**src/rtl/outpass_n_pipe_config_mux.sv**
```systemverilog
// Configurable per-channel output pass: bypass, 1-stage, 2-stage or rising-edge pulse.
// Each channel owns a two-stage shift register; the mode only picks which tap reaches O.

// 2:1 multiplexer cell used to build the output select tree.
module cus_mux21 (
  input  logic A0,
  input  logic A1,
  input  logic S,
  output logic X
);
  assign X = S ? A1 : A0;
endmodule

module outpass_n_pipe_config_mux #(
  parameter int unsigned       WIDTH        = 4,
  parameter logic [WIDTH-1:0]  RESET_VALUE  = '0,
  parameter int unsigned       NoConfigBits = 2 * WIDTH
) (
  input  logic                    UserCLK,
  input  logic                    RESET,
  input  logic [WIDTH-1:0]        I,
  input  logic                    CE,
  output logic [WIDTH-1:0]        O,
  input  logic [NoConfigBits-1:0] ConfigBits
);

  logic [WIDTH-1:0] q1_q, q1_d;
  logic [WIDTH-1:0] q2_q, q2_d;
  logic [WIDTH-1:0] pulse;

  // Next-state: shift I -> Q1 -> Q2 when enabled, otherwise hold.
  always_comb begin
    q1_d = q1_q;
    q2_d = q2_q;
    if (CE) begin
      q1_d = I;
      q2_d = q1_q;
    end
  end

  // Both stages load RESET_VALUE asynchronously, regardless of clock or enable.
  always_ff @(posedge UserCLK or posedge RESET) begin
    if (RESET) begin
      q1_q <= RESET_VALUE;
      q2_q <= RESET_VALUE;
    end else begin
      q1_q <= q1_d;
      q2_q <= q2_d;
    end
  end

  assign pulse = q1_q & ~q2_q;

  // Per-channel mode select: bit 0 picks within each pair, bit 1 picks the pair.
  for (genvar g = 0; g < WIDTH; g++) begin : g_chan
    logic sel_lo;
    logic sel_hi;

    cus_mux21 u_mux_lo (
      .A0 (I[g]),
      .A1 (q1_q[g]),
      .S  (ConfigBits[2*g]),
      .X  (sel_lo)
    );

    cus_mux21 u_mux_hi (
      .A0 (q2_q[g]),
      .A1 (pulse[g]),
      .S  (ConfigBits[2*g]),
      .X  (sel_hi)
    );

    cus_mux21 u_mux_out (
      .A0 (sel_lo),
      .A1 (sel_hi),
      .S  (ConfigBits[2*g+1]),
      .X  (O[g])
    );
  end

endmodule

```
**config.mk**
```make
export PLATFORM = sky130hd
export DESIGN_NAME = outpass_n_pipe_config_mux
export DESIGN_NICKNAME = d
export VERILOG_FILES = /design/src/rtl/outpass_n_pipe_config_mux.sv
export SDC_FILE = /design/constraint.sdc
export NUM_CORES = 1
export LEC_CHECK = 0
export CORE_AREA = 2 2 39 41
export CTS_CLUSTER_DIAMETER = 150
export DETAILED_ROUTE_END_ITERATION = 6
export DIE_AREA = 0 0 41 43
export PLACE_DENSITY = 0.73
export SYNTH_ARGS = -nofsm -noshare
export SYNTH_HDL_FRONTEND = slang
export SYNTH_HIERARCHICAL = 1
export SYNTH_SLANG_ARGS = --single-unit
```
**constraint.sdc**
```tcl
create_clock -name UserCLK -period 1.8 [get_ports UserCLK]
set_input_delay 0.54 -clock UserCLK [delete_from_list [all_inputs] [get_ports UserCLK]]
set_output_delay 0.54 -clock UserCLK [all_outputs]
set_load 0.02 [all_outputs]
```
-- Yosys cells after proc, flatten, opt, wreduce, memory -nomap -nowiden
Cells that the tools add are included.
- bits in registers: 8
- output and inout bits: 4
- logic and storage cells: 16
- muxes and demuxes: 12
- bitwise logic cells: 2
- operators by type and width (kind ; number):
    $mux 1 ; 12
    $and 4x4->4 ; 1
    $not 4->4 ; 1

-- Depth between registers and ports, before layout
- depth after elaboration: 4
- depth in mapped cells: 3

-- By module
The synthesis kept the hierarchy.
- modules (own cells, without submodules) (module ; instances ; cells each ; area an instance (um^2)):
    outpass_n_pipe_config_mux ; 1 ; 22 ; 360.3
    cus_mux21 ; 12 ; 1 ; 15.0

-- Least setup slack after synthesis
Ideal clock, no wire load.
- path kind: input port to output port
- from: input port ConfigBits[0]
- to: output port O[0]
- arrival: 1.114 ns
- setup slack: 0.146 ns
- stages: 2
- path buffers: 0
- cell sequence: mux2_4 > mux2_4
- cells in the longest elaborated chain, start to end: 2
- elaborated cells between the ends (all ways): 3
- ends and longest elaborated chain (element ; line ; text):
    start, declared ; 24 ; input logic [NoConfigBits-1:0] ConfigBits
    $mux 1 ; 11 ; assign X = S ? A1 : A0;
    $mux 1 (*) ; 11 ;
    end, declared ; 23 ; output logic [WIDTH-1:0] O,
Mark *: on every way between the ends. The rest lies on a longest branch, timed or not.

-- Final worst setup path
- from: register q1_q[2]
- to: output port O[2]
- cells in the longest elaborated chain, start to end: 3
- elaborated cells between the ends (all ways): 4
- ends and longest elaborated chain (element ; line ; text):
    start, declared ; 27 ; logic [WIDTH-1:0] q1_q, q1_d;
    start signal, assigned ; 47 ; q1_q <= q1_d;
    $and 4x4->4 ; 52 ; assign pulse = q1_q & ~q2_q;
    net pulse[2] ; 29 ; logic [WIDTH-1:0] pulse;
    $mux 1 ; 11 ;
    net g_chan[2].sel_hi ; 57 ; logic sel_hi;
    $mux 1 ; 11 ;
The timed path passes the listed nets, and every way through them passes these cells.

==> flow_metrics.env <==
export IMPL_yosysWarnings=6
export IMPL_vias=388
export IMPL_cts_sinks=8
export IMPL_critPathRequiredTime_ns=1.26
export IMPL_start_kind="flip-flop"
export IMPL_dp_cells=76
export IMPL_fin_util_pct=60.8
export IMPL_critPathMaxFanout=2
export IMPL_yosysSeqAreaShare_pct=37.0
export IMPL_rsz0062_at_grt="yes"
export IMPL_final_setup_skew_ns=0.000173
export IMPL_first_global_vias=413
export IMPL_die_w_um=41
export IMPL_report_final_slew_viol_count=0
export IMPL_drt_first_iter_violations=5
export IMPL_drc=0
export IMPL_ant_nets=0
export IMPL_die_height_um=43
export IMPL_routed_wl_um=973
export IMPL_timing_final_ws_setup_ns=-0.161
export IMPL_grt_antenna_before_repair=0
export IMPL_synth_nets=49
export IMPL_fillers=110
export IMPL_cts_tree="built"
export IMPL_syn_area_um2=541
export IMPL_detail_route_first_pass_iterations=2
export IMPL_grt_max_degree=9
export IMPL_syn_avg_cell_area_um2=15.9
export IMPL_holdCritPathClass="primary input to asynchronous set/reset pin"
export IMPL_placed_area_um2=797
export IMPL_cts_inserted_buffers=3
export IMPL_crit_path_start="q1_q[2]"
export IMPL_path_clk_slew_ns=0.05
export IMPL_layout_drive_gt1_share_pct=69.2
export IMPL_end_kind="output pin"
export IMPL_fp_coreArea_um2=1380
export IMPL_hold_viol=0
export IMPL_final_cells=81
export IMPL_criticalPathCategory="flip-flop to output pin"
export IMPL_dp_hpwl_um=753
export IMPL_io_buffer_count=18
export IMPL_die_area_um2=1760
export IMPL_outcome="finished with violations"
export IMPL_rows=14
export IMPL_final_common_cell="mux2_4"
export IMPL_n_antenna_cell=0
export IMPL_synth_seq_cells=8
export IMPL_synth_cell_types=5
export IMPL_grt_ovfl_total=0
export IMPL_powerDensity_nw_per_um2=721
export IMPL_p_leak_nw=0.443
export IMPL_arrival_ns=1.42
export IMPL_place_congestion=0.580
export IMPL_ir_drop_uv=383
export IMPL_fin_nets=82
export IMPL_place_ws_ns=-0.912
export IMPL_violations="setup timing"
export IMPL_ioPinCount=19
export IMPL_tightest_slew_ns=0.308
export IMPL_fin_area_um2=841
export IMPL_via_per_inst=4.79
export IMPL_area_growth_syn_to_layout_pct=55.6
export IMPL_clock_latency_ns=0.25
export IMPL_h_tree_depth=1
export IMPL_r2r_start="q1_q[1]"
export IMPL_cts_root_buf="clkbuf_4"
export IMPL_mostFrequentLayoutCells="20 x mux2_4, 10 x buf_4, 8 x dfrtp_1"
export IMPL_min_period_ns=1.96
export IMPL_relSlewSlack_pct=79.5
export IMPL_track_usage_pct=14.4
export IMPL_synthCells=34
export IMPL_clockBufferDepth=2
export IMPL_period_share_pct=109
export IMPL_maxCapViolCount=0
export IMPL_grt_pass1_wl_um=1680
export IMPL_total_power_w=0.000606
export IMPL_setup_viol=4
export IMPL_avgRoutedWirePerCell_um=12.0
export IMPL_initial_core_util_pct=39.1
export IMPL_max_freq_mhz=510
[path summary, 6_finish.rpt]
path	endpoint	slack [ns]	depth (start not counted)
min	q2_q[0]	0.53	2
max	O[2]	-0.16	4
max in group asynchronous	q1_q[2]	1.03	2
max reg2reg	q1_q[1]	0.79	3
min in group UserCLK	q2_q[1]	0.55	1
min reg2reg	q2_q[1]	0.55	1
[state kept, by name (all words and copies together) (netlist names)]
name and cells:
q2_q 4, q1_q 4
[kinds of logic (layout without fill, tap and decap cells)]
logic type | count (synthesis) | count (layout) | synth area share (%)
muxes | 20 | 20 | 55.6
and+or+nand+nor | 4 | 4 | 4.63
DFF | 8 | 8 | 37.0
buffers and inverters | 2 | 33 | 2.78
[final cells by class]
| type | count | area (um2) | share of cell area [%] |
|---|---|---|---|
| Timing Repair Buffer | 29 | 246 | 29.3 |
| Clock buffer | 3 | 22.5 | 2.68 |
| Multi-Input combinational cell | 24 | 348 | 41.4 |
| Tap cell | 16 | 20.0 | 2.38 |
| Inverter | 1 | 3.75 | 0.446 |
| Sequential cell | 8 | 200 | 23.8 |
[where the power goes]
| group | total, W | internal (W) | switching [W] |
|---|---|---|---|
| combinational | 0.000241 | 0.000170 | 0.0000708 |
| sequential | 0.000227 | 0.000203 | 0.0000240 |
| clock | 0.000138 | 0.0000764 | 0.0000621 |
[routing by layer]
metal	part of all wire, %	track usage, %
met5	0	0
met4	0.62	10.0
met3	6.1	3.14
met2	53	21.9
met1	40	17.1
[critical path, cell delays in order (launching register included)]
cell	delay [ns]
dfrtp_1	0.39
nor2b_4	0.13
mux2_4	0.25
mux2_4	0.26
buf_6	0.13
[through the flow]
step / hold WS, ns / setup TNS, ns
after global routing: 0.556 / -0.830
after floorplan: 0.356 / 0
after detailed placement: 0.542 / -3.64
after CTS: 0.547 / -0.648
after global placement: 0.535 / -3.59
final: 0.535 / -0.612
[cells in the mapped netlist]
| cell type | instances | area [um2] |
|---|---|---|
| buf_6 | 1 | 11.3 |
| dfrtp_1 | 8 | 200 |
| inv_1 | 1 | 3.75 |
| mux2_4 | 20 | 300 |
| nor2b_1 | 4 | 25.0 |
[timing repair]
action | CTS | global route
endpoints found under the setup margin | 4 | 4
hold buffers | 0 | 0
buffers inserted | 2 | 0
gates resized for setup | 55 | 2
hold endpoints to repair | 0 | 0
Power figures use the tool's default switching activity.
